File: config.mk
export PLATFORM = sky130hd
export DESIGN_NAME = mux_serial_port_flat
export DESIGN_NICKNAME = d
export VERILOG_FILES = /design/src/rtl/mux_serial_port_if.sv /design/src/rtl/mux_serial_port.sv /design/src/flat_wrapper.sv
export SDC_FILE = /design/constraint.sdc
export NUM_CORES = 1
export LEC_CHECK = 0
export ABC_AREA = 1
export CAP_MARGIN = 20
export CORE_MARGIN = 2
export CORE_UTILIZATION = 50
export CTS_BUF_LIST = sky130_fd_sc_hd__clkbuf_8
export CTS_CLUSTER_SIZE = 12
export DETAILED_ROUTE_END_ITERATION = 8
export MAX_ROUTING_LAYER = met4
export PLACE_DENSITY_LB_ADDON = 0.15
export SLEW_MARGIN = 20
export SYNTH_ARGS = -nofsm -noshare
export SYNTH_HDL_FRONTEND = slang
export SYNTH_SLANG_ARGS = --single-unit
File: constraint.sdc
create_clock -name clock -period 1.8 [get_ports clock]
set_input_delay 0.18 -clock clock [delete_from_list [all_inputs] [get_ports clock]]
set_output_delay 0.18 -clock clock [all_outputs]
set_load 0.02 [all_outputs]
File: src/rtl/mux_serial_port_if.sv
// CPU6 external-bus view of the serial port: address, write data and strobes in,
// read data and the window-select flag back out to the bus mux.
interface mux_serial_port_if;
  logic [15:0] addressBus;
  logic [7:0]  dataOutBus;
  logic        writeEnBus;
  logic        readEnBus;
  logic [7:0]  dataInBus;
  logic        selected;

  modport master (
    output addressBus, dataOutBus, writeEnBus, readEnBus,
    input  dataInBus, selected
  );

  modport slave (
    input  addressBus, dataOutBus, writeEnBus, readEnBus,
    output dataInBus, selected
  );
endinterface

File: src/rtl/mux_serial_port.sv
// Memory-mapped 8N1 UART on the CPU6 bus: STATUS/DATA/CONTROL registers, a
// holding+shift transmitter, a mid-bit-sampling receiver and a level irq.
module mux_serial_port #(
  parameter logic [15:0] BASE_ADDR    = 16'hF200,
  parameter int          CLKS_PER_BIT = 434
) (
  input  logic              clock,
  input  logic              reset,
  mux_serial_port_if.slave  bus,
  input  logic              rxd,
  output logic              txd,
  output logic              irq
);
  localparam int CNT_W = $clog2(CLKS_PER_BIT);
  localparam logic [CNT_W-1:0] BIT_END  = CNT_W'(CLKS_PER_BIT - 1);
  localparam logic [CNT_W-1:0] HALF_END = CNT_W'(CLKS_PER_BIT / 2 - 1);

  typedef enum logic [1:0] {S_IDLE, S_START, S_DATA, S_STOP} state_t;

  state_t           tx_state_q, tx_state_d, rx_state_q, rx_state_d;
  logic [CNT_W-1:0] tx_cnt_q, tx_cnt_d, rx_cnt_q, rx_cnt_d;
  logic [2:0]       tx_bit_q, tx_bit_d, rx_bit_q, rx_bit_d;
  logic [7:0]       tx_shift_q, tx_shift_d, hold_q, hold_d;
  logic [7:0]       rx_shift_q, rx_shift_d, rx_buf_q, rx_buf_d;
  logic             hold_full_q, hold_full_d, txd_q, txd_d;
  logic             rx_meta_q, rx_meta_d, rx_sync_q, rx_sync_d, rx_prev_q, rx_prev_d;
  logic             rx_err_q, rx_err_d, rx_full_q, rx_full_d;
  logic             overrun_q, overrun_d, framing_q, framing_d;
  logic             rxie_q, rxie_d, txie_q, txie_d, irq_q, irq_d;
  logic             tx_load, rx_done, frame_set;

  logic [1:0] offset;
  logic       wr_data, wr_ctrl, rd_data, rd_status;

  assign offset       = bus.addressBus[1:0];
  assign bus.selected = (bus.addressBus[15:2] == BASE_ADDR[15:2]);
  assign wr_data      = bus.writeEnBus & bus.selected & (offset == 2'd1);
  assign wr_ctrl      = bus.writeEnBus & bus.selected & (offset == 2'd2);
  assign rd_data      = bus.readEnBus  & bus.selected & (offset == 2'd1);
  assign rd_status    = bus.readEnBus  & bus.selected & (offset == 2'd0);

  always_comb begin
    tx_state_d  = tx_state_q;
    tx_cnt_d    = tx_cnt_q;
    tx_bit_d    = tx_bit_q;
    tx_shift_d  = tx_shift_q;
    txd_d       = txd_q;
    hold_d      = hold_q;
    hold_full_d = hold_full_q;
    tx_load     = 1'b0;
    case (tx_state_q)
      S_IDLE: begin
        txd_d = 1'b1;
        if (hold_full_q) tx_load = 1'b1;
      end
      S_START: begin
        if (tx_cnt_q == BIT_END) begin
          tx_cnt_d   = '0;
          tx_bit_d   = '0;
          tx_state_d = S_DATA;
          txd_d      = tx_shift_q[0];
        end else tx_cnt_d = tx_cnt_q + CNT_W'(1);
      end
      S_DATA: begin
        if (tx_cnt_q == BIT_END) begin
          tx_cnt_d = '0;
          if (tx_bit_q == 3'd7) begin
            tx_state_d = S_STOP;
            txd_d      = 1'b1;
          end else begin
            tx_bit_d   = tx_bit_q + 3'd1;
            tx_shift_d = tx_shift_q >> 1;
            txd_d      = tx_shift_q[1];
          end
        end else tx_cnt_d = tx_cnt_q + CNT_W'(1);
      end
      S_STOP: begin
        if (tx_cnt_q == BIT_END) begin
          tx_cnt_d = '0;
          if (hold_full_q) tx_load = 1'b1;
          else tx_state_d = S_IDLE;
        end else tx_cnt_d = tx_cnt_q + CNT_W'(1);
      end
      default: tx_state_d = S_IDLE;
    endcase
    if (tx_load) begin
      tx_shift_d  = hold_q;
      hold_full_d = 1'b0;
      tx_state_d  = S_START;
      tx_cnt_d    = '0;
      txd_d       = 1'b0;
    end
    // The transfer empties the holding register, so a write on that same edge is accepted.
    if (wr_data && (!hold_full_q || tx_load)) begin
      hold_d      = bus.dataOutBus;
      hold_full_d = 1'b1;
    end
  end

  always_comb begin
    rx_meta_d  = rxd;
    rx_sync_d  = rx_meta_q;
    rx_prev_d  = rx_sync_q;
    rx_state_d = rx_state_q;
    rx_cnt_d   = rx_cnt_q;
    rx_bit_d   = rx_bit_q;
    rx_shift_d = rx_shift_q;
    rx_err_d   = rx_err_q;
    rx_done    = 1'b0;
    frame_set  = 1'b0;
    case (rx_state_q)
      S_IDLE: begin
        if (rx_prev_q && !rx_sync_q) begin
          rx_state_d = S_START;
          rx_cnt_d   = '0;
        end
      end
      S_START: begin
        if (rx_cnt_q == HALF_END) begin
          rx_cnt_d   = '0;
          rx_bit_d   = '0;
          rx_state_d = rx_sync_q ? S_IDLE : S_DATA;
        end else rx_cnt_d = rx_cnt_q + CNT_W'(1);
      end
      S_DATA: begin
        if (rx_cnt_q == BIT_END) begin
          rx_cnt_d   = '0;
          rx_shift_d = {rx_sync_q, rx_shift_q[7:1]};
          if (rx_bit_q == 3'd7) rx_state_d = S_STOP;
          else rx_bit_d = rx_bit_q + 3'd1;
        end else rx_cnt_d = rx_cnt_q + CNT_W'(1);
      end
      S_STOP: begin
        // After a bad stop bit, hold here until the line returns high.
        if (rx_err_q) begin
          if (rx_sync_q) begin
            rx_err_d   = 1'b0;
            rx_state_d = S_IDLE;
          end
        end else if (rx_cnt_q == BIT_END) begin
          rx_cnt_d = '0;
          if (rx_sync_q) begin
            rx_done    = 1'b1;
            rx_state_d = S_IDLE;
          end else begin
            rx_err_d  = 1'b1;
            frame_set = 1'b1;
          end
        end else rx_cnt_d = rx_cnt_q + CNT_W'(1);
      end
      default: rx_state_d = S_IDLE;
    endcase
  end

  always_comb begin
    rx_buf_d  = rx_buf_q;
    rx_full_d = rx_full_q;
    overrun_d = overrun_q;
    framing_d = framing_q;
    rxie_d    = rxie_q;
    txie_d    = txie_q;
    if (rd_data) rx_full_d = 1'b0;
    if (rd_status) begin
      overrun_d = 1'b0;
      framing_d = 1'b0;
    end
    if (rx_done) begin
      if (rx_full_q && !rd_data) overrun_d = 1'b1;
      else begin
        rx_buf_d  = rx_shift_q;
        rx_full_d = 1'b1;
      end
    end
    if (frame_set) framing_d = 1'b1;
    if (wr_ctrl) begin
      rxie_d = bus.dataOutBus[0];
      txie_d = bus.dataOutBus[1];
    end
    irq_d = (rx_full_q & rxie_q) | (!hold_full_q & txie_q);
  end

  always_comb begin
    bus.dataInBus = 8'h00;
    if (bus.selected) begin
      case (offset)
        2'd0:    bus.dataInBus = {4'b0, framing_q, overrun_q, !hold_full_q, rx_full_q};
        2'd1:    bus.dataInBus = rx_buf_q;
        2'd2:    bus.dataInBus = {6'b0, txie_q, rxie_q};
        default: bus.dataInBus = 8'h00;
      endcase
    end
  end

  always_ff @(posedge clock) begin
    if (reset) begin
      tx_state_q <= S_IDLE;  rx_state_q <= S_IDLE;
      tx_cnt_q   <= '0;      rx_cnt_q   <= '0;
      tx_bit_q   <= '0;      rx_bit_q   <= '0;
      tx_shift_q <= '0;      rx_shift_q <= '0;
      hold_q     <= '0;      hold_full_q <= 1'b0;
      txd_q      <= 1'b1;    rx_buf_q   <= '0;
      rx_meta_q  <= 1'b1;    rx_sync_q  <= 1'b1;
      rx_prev_q  <= 1'b1;    rx_err_q   <= 1'b0;
      rx_full_q  <= 1'b0;    overrun_q  <= 1'b0;
      framing_q  <= 1'b0;    rxie_q     <= 1'b0;
      txie_q     <= 1'b0;    irq_q      <= 1'b0;
    end else begin
      tx_state_q <= tx_state_d;  rx_state_q <= rx_state_d;
      tx_cnt_q   <= tx_cnt_d;    rx_cnt_q   <= rx_cnt_d;
      tx_bit_q   <= tx_bit_d;    rx_bit_q   <= rx_bit_d;
      tx_shift_q <= tx_shift_d;  rx_shift_q <= rx_shift_d;
      hold_q     <= hold_d;      hold_full_q <= hold_full_d;
      txd_q      <= txd_d;       rx_buf_q   <= rx_buf_d;
      rx_meta_q  <= rx_meta_d;   rx_sync_q  <= rx_sync_d;
      rx_prev_q  <= rx_prev_d;   rx_err_q   <= rx_err_d;
      rx_full_q  <= rx_full_d;   overrun_q  <= overrun_d;
      framing_q  <= framing_d;   rxie_q     <= rxie_d;
      txie_q     <= txie_d;      irq_q      <= irq_d;
    end
  end

  assign txd = txd_q;
  assign irq = irq_q;
endmodule

File: src/flat_wrapper.sv
// flat-port wrapper written by rule: the top's interface ports become plain ports
module mux_serial_port_flat 
#(
  parameter logic [15:0] BASE_ADDR    = 16'hF200,
  parameter int          CLKS_PER_BIT = 434
)
  (clock, reset, rxd, txd, irq, bus_addressBus, bus_dataOutBus, bus_writeEnBus, bus_readEnBus, bus_dataInBus, bus_selected);
  mux_serial_port_if bus_i ();
  input  logic clock;
  input  logic reset;
  input  logic rxd;
  output logic txd;
  output logic irq;
  input wire logic [$bits(bus_i.addressBus)-1:0] bus_addressBus;
  input wire logic [$bits(bus_i.dataOutBus)-1:0] bus_dataOutBus;
  input wire logic [$bits(bus_i.writeEnBus)-1:0] bus_writeEnBus;
  input wire logic [$bits(bus_i.readEnBus)-1:0] bus_readEnBus;
  output wire logic [$bits(bus_i.dataInBus)-1:0] bus_dataInBus;
  output wire logic [$bits(bus_i.selected)-1:0] bus_selected;
  assign bus_i.addressBus = bus_addressBus;
  assign bus_i.dataOutBus = bus_dataOutBus;
  assign bus_i.writeEnBus = bus_writeEnBus;
  assign bus_i.readEnBus = bus_readEnBus;
  assign bus_dataInBus = bus_i.dataInBus;
  assign bus_selected = bus_i.selected;
  mux_serial_port #(.BASE_ADDR(BASE_ADDR), .CLKS_PER_BIT(CLKS_PER_BIT)) u_core (.clock(clock), .reset(reset), .bus(bus_i), .rxd(rxd), .txd(txd), .irq(irq));
endmodule
; Yosys cells after proc, flatten, opt, wreduce, memory -nomap -nowiden
; Cells that the tools add are included.
[totals]
regBits = 72
output_inout_bits = 11
[op_classes]
add_sub_neg = 4
eq_ne = 33
mux = 63
n_bitwise = 10
reduce_logical = 31
[op_table]
columns = op, count
row1 = two-way mux 9 bit, 5
row2 = two-way mux 8 bit, 5
row3 = one-hot mux 9 bit (4 select lines), 1
row4 = two-way mux 1 bit, 26
row5 = two-way mux 2 bit, 13
row6 = one-hot mux 8 bit (3 select lines), 1
row7 = "adder 9 x 1 -> 9 bit, second input constant", 2
row8 = "== test 9 bit, second input constant", 2
row9 = two-way mux 3 bit, 6
row10 = "inequality test 2 x 1 -> 1 bit, second input constant", 9
row11 = "inequality test 3 x 1 -> 1 bit, second input constant", 5
row12 = "== test 14 bit, second input constant", 1
row13 = one-hot mux 3 bit (2 select lines), 2
row14 = AND reduction 6 bit, 2
row15 = nonzero test 2 bit, 6
row16 = "== test 2 bit, second input constant", 5
row17 = "== test 9 x 8 -> 1 bit, second input constant", 1
row18 = AND 1 bit, 8
row19 = "inequality test 2 bit, second input constant", 4
row20 = one-hot mux 2 bit (4 select lines), 1
row21 = AND reduction 4 bit, 2
row22 = nonzero test 4 bit, 2
row23 = "adder 3 x 1 -> 3 bit, second input constant", 2
row24 = "== test 2 x 1 -> 1 bit, second input constant", 3
row25 = 17 further kinds, 27

; Logic depth before layout (Yosys ltp)
[depth]
word_depth = 7
mapped_depth = 12
ltp_nobuf = 12

; Worst setup path before layout
; Ideal clock, no wire load.
[synth_timing]
path_kind = register -> register
startpoint = register u_core.tx_state_q[0]
endpoint = register u_core.tx_cnt_q[8]
t_arrival_ns = 1.502
required_ns = 1.685
path_slack_ns = 0.183
path_stages_with_launch = 11
path_buffers = 0
cell_sequence = dfxtp_1 inv_1 ha_1 inv_1 nand2_1 nor2_1 nand2_1 nor3_1 nand2_1 xor2_1 nor2_2
[synth_via]
elab_chain_len = 3
[synth_rtl]
columns = element, line
row1 = start: declaration, mux_serial_port.sv:20  ; state_t tx_state_q, tx_state_d, rx_state_q, rx_state_d;
row2 = start signal: assignment, mux_serial_port.sv:208  ; tx_state_q <= tx_state_d; rx_state_q <= rx_state_d;
row3 = == test 2 bit or zero test 2 bit (tied branches), mux_serial_port.sv:51  ; case (tx_state_q)
row4 = one-hot mux 1 bit (2 select lines), mux_serial_port.sv:51
row5 = OR reduction 2 bit (no line), n/a
row6 = end signal: assignment, mux_serial_port.sv:209  ; tx_cnt_q <= tx_cnt_d; rx_cnt_q <= rx_cnt_d;
row7 = end: declaration, mux_serial_port.sv:21  ; logic [CNT_W-1:0] tx_cnt_q, tx_cnt_d, rx_cnt_q, rx_cnt_d;
; Several ways; a longest one is shown, not always the timed one.
; A chain may end at the register's enable or synchronous reset.

; Final worst setup path
[layout_timing]
startpoint = input bus_addressBus[3]
endpoint = output bus_dataInBus[1]
[layout_via]
elab_chain_len = 2
[layout_rtl]
columns = element, line
row1 = start: declaration, flat_wrapper.sv:14  ; input wire logic [$bits(bus_i.addressBus)-1:0] bus_addressBus;
row2 = == test 14 bit, mux_serial_port.sv:36  ; assign bus.selected = (bus.addressBus[15:2] == BASE_ADDR[15:2]);
row3 = two-way mux 8 bit, mux_serial_port.sv:184  ; if (bus.selected) begin
row4 = end: declaration, flat_wrapper.sv:18  ; output wire logic [$bits(bus_i.dataInBus)-1:0] bus_dataInBus;
; No other way between the ends.

==> results.py <==
metrics = {
    "outcome": {
        "status": "complete, no violations",
    },
    "power": {
        "p_sw_mw": 1.14,
        "combinationalPowerShare_pct": 22.5,
        "p_leak_nw": 1.97,
        "netSwitchingFraction_pct": 30.7,
        "vdd_ir_drop_max_v": 0.000542,
        "seqPwrFrac_pct": 45.8,
        "power.internal_mw": 2.58,
        "powerDensity_mw_per_mm2": 794,
        "pwr-share-clk_pct": 31.7,
    },
    "setup_path": {
        "crit_slowest_cell": "clkdlybuf4s50_1",
        "crit_buf_inv": 2,
        "worstPathArrival_ps": 1570,
        "path_cells": "clkdlybuf4s50_1 > nor2_2 > nand3_1 > nor2_4 > and2_4 > o21ai_1 > a31oi_1 > buf_4",
        "crit_fanout": 4,
        "endpoint_kind": "primary output",
        "start_kind": "input port",
        "path_class": "in2out",
        "required_ps": 1620,
        "cp_top_family": "buffers and inverters",
        "max_stage_delay_ps": 440,
    },
    "route": {
        "wl_um": 8260,
        "wl_per_cell_um": 11.4,
        "ant_nets": 0,
        "drc": 0,
        "drt_iter0_markers": 132,
        "dr.pass1.iters": 4,
        "vias": 3559,
        "via_per_inst": 4.90,
    },
    "floorplanning": {
        "die_w_um": 91.4,
        "ioPinCount": 40,
        "core-area_mm2": 0.00733,
        "die-area_mm2": 0.00835,
        "start_util_pct": 52.1,
        "fp-row-count": 31,
        "die_y_um": 91.4,
    },
    "sta": {
        "fin_setup_tns_ps": 0,
        "post-route-min-period_ps": 1750,
        "relSlewSlack_pct": 73.5,
        "worst_pin_slew_ps": 397,
        "post-route-period-util_pct": 97.4,
        "fin_skew_ps": 6.31,
        "slew_violations": 0,
        "hold_violations": 0,
        "setup_viol": 0,
        "setup_slack_ps": 47.2,
        "fmax_mhz": 571,
    },
    "worst_hold_path": {
        "min_path_type": "in2reg",
    },
    "global_routing": {
        "antenna_found_initial": 0,
        "grt_pass1_vias": 3410,
        "grt_pass1_wl_um": 14500,
        "grtUsageTotal_pct": 21.4,
        "overflow": 0,
        "grt_start_max_net_pins": 27,
    },
    "cts": {
        "path_clk_slew_ps": 80,
        "htreeDepth": 3,
        "cts_root_buffer": "clkbuf_8",
        "cts_buffers": 9,
        "cts.sink_count": 72,
        "postCtsHoldBufs": 0,
        "cts_tree": "yes",
        "clockBufferDepth": 2,
        "clock_latency_ps": 340,
    },
    "placement": {
        "io_buffers": 39,
        "gp_congestion": 0.854,
        "dp_hpwl_um": 6000,
        "pre_cts_slack_ps": -510,
    },
    "synthesis": {
        "syn-cell-area_mm2": 0.00382,
        "synth-seq-cells": 72,
        "ys_seq_area_share_pct": 37.8,
        "synth_nets": 601,
        "yosysWarnings": 0,
        "syn-instance-count": 558,
        "synth_cell_types": 35,
        "avgSynthCellArea_um2": 6.84,
    },
    "final_layout": {
        "mostFrequentLayoutCell": "nand2_1",
        "syn_to_final_growth_pct": 22.9,
        "layout_common_cells": "nand2_1, nor2_1, dfxtp_1",
        "drive_gt1_share_pct": 15.3,
        "nNetsFinal": 666,
        "postLayoutCoreUtil_pct": 64.0,
        "diodes": 0,
    },
    "run": {
        "max-cap-violations": 0,
    },
}
==> sequential cells by signal (all words and copies together), names as in the netlist, 2 cells and up, named ones only <==
register	count
u_core.rx_cnt_q	9
u_core.hold_q	8
u_core.tx_cnt_q	9
u_core.tx_shift_q	8
u_core.tx_state_q	2
u_core.rx_bit_q	3
u_core.tx_bit_q	3
u_core.rx_shift_q	8
u_core.rx_buf_q	8
==> path summary, 6_finish.rpt <==
check / from / endpoint / slack [ps] / depth (start not counted)
worst min-delay path: bus_addressBus[7] / u_core.rxie_q / 390 / 7
worst max-delay path: bus_addressBus[3] / bus_dataInBus[1] / 50 / 8
worst max register to register: u_core.tx_cnt_q[1] / u_core.tx_cnt_q[7] / 130 / 10
worst min register to register: u_core.rx_meta_q / u_core.rx_prev_d / 450 / 1
==> cells by family (layout without fill, tap and decap cells) <==
| family | after synthesis | count (layout) | share of synthesized area (%) |
|---|---|---|---|
| and+or+nand+nor | 295 | 295 | 34.9 |
| AOI/OAI and AO/OA | 81 | 81 | 11.0 |
| adders and majority gates | 14 | 14 | 4.59 |
| DFF | 72 | 72 | 37.8 |
| buffers and inverters | 89 | 159 | 10.2 |
| xor gates and xnor gates | 7 | 7 | 1.61 |
==> Yosys cell counts, drive strengths merged <==
library cell	instances	area [um^2]
a211oi	1	7.51
nand2	134	541
xnor2	2	17.5
buf	10	90.1
clkbuf	5	20.0
nand4	11	68.8
nor2	85	372
a31oi	2	12.5
nor3b	3	22.5
nor4	1	6.26
o21ai	27	135
a21oi	49	245
and2	1	6.26
a221oi	1	8.76
dfxtp	72	1440
xor2	5	43.8
o21bai	1	11.3
clkinv	1	3.75
ha	14	175
inv	73	274
or2	4	25.0
nor3	6	30.0
nand3	50	260
==> what timing repair did <==
item	CTS	global route
setup endpoints to repair	9	31
pin swaps	0	2
gates resized for setup	35	28
hold endpoints to repair	0	0
setup buffers	0	3
==> through the flow <==
step / instance area, um^2 / hold WS (ps) / total power, mW / instances
floorplan: 3820 / 284 / 2.27 / 558
global placement: 4450 / 400 / 2.54 / 708
detailed placement: 4450 / 425 / 2.56 / 708
CTS: 4630 / 391 / 3.74 / 724
global route: 4690 / 395 / 3.95 / 727
finish: 4690 / 393 / 3.73 / 727
==> cell type report <==
class	count	area, um^2
flip-flops and latches	72	1440
multi-input cells	397	2040
well taps	99	124
clock inverters	5	32.5
fillers	672	2640
repair buffers	69	619
inverters	74	278
clock buffers	11	151
==> worst register-to-register path, delay by kind of cell (launching register included) <==
kind          cells  cell delay, ps
fa+ha+maj         1             170
buf+inv           1              70
flops             1             360
simple gates      8            1020
==> power groups by stage <==
stage                     sequential [mW]  clock (mW)  combinational [mW]
after global routing                 1.71        1.27               0.966
after CTS                            1.70        1.21               0.828
after floorplan                      1.74           0               0.528
after detailed placement             1.74           0               0.822
after global placement               1.74           0               0.800
final                                1.71        1.18               0.839
==> routing by layer <==
| metal | share of wire [%] | track usage [%] | wire length (um) | vias to the layer above |
|---|---|---|---|---|
| met4 | 1.0 | 6.06 | 85 | 0 |
| met3 | 4.0 | 4.40 | 332 | 6 |
| li1 | - | - | - | 1909 |
| met1 | 50 | 27.6 | 4150 | 1588 |
| met2 | 45 | 34.2 | 3690 | 56 |
| met5 | 0 | - | 0 | - |
Power figures use the tool's default switching activity.
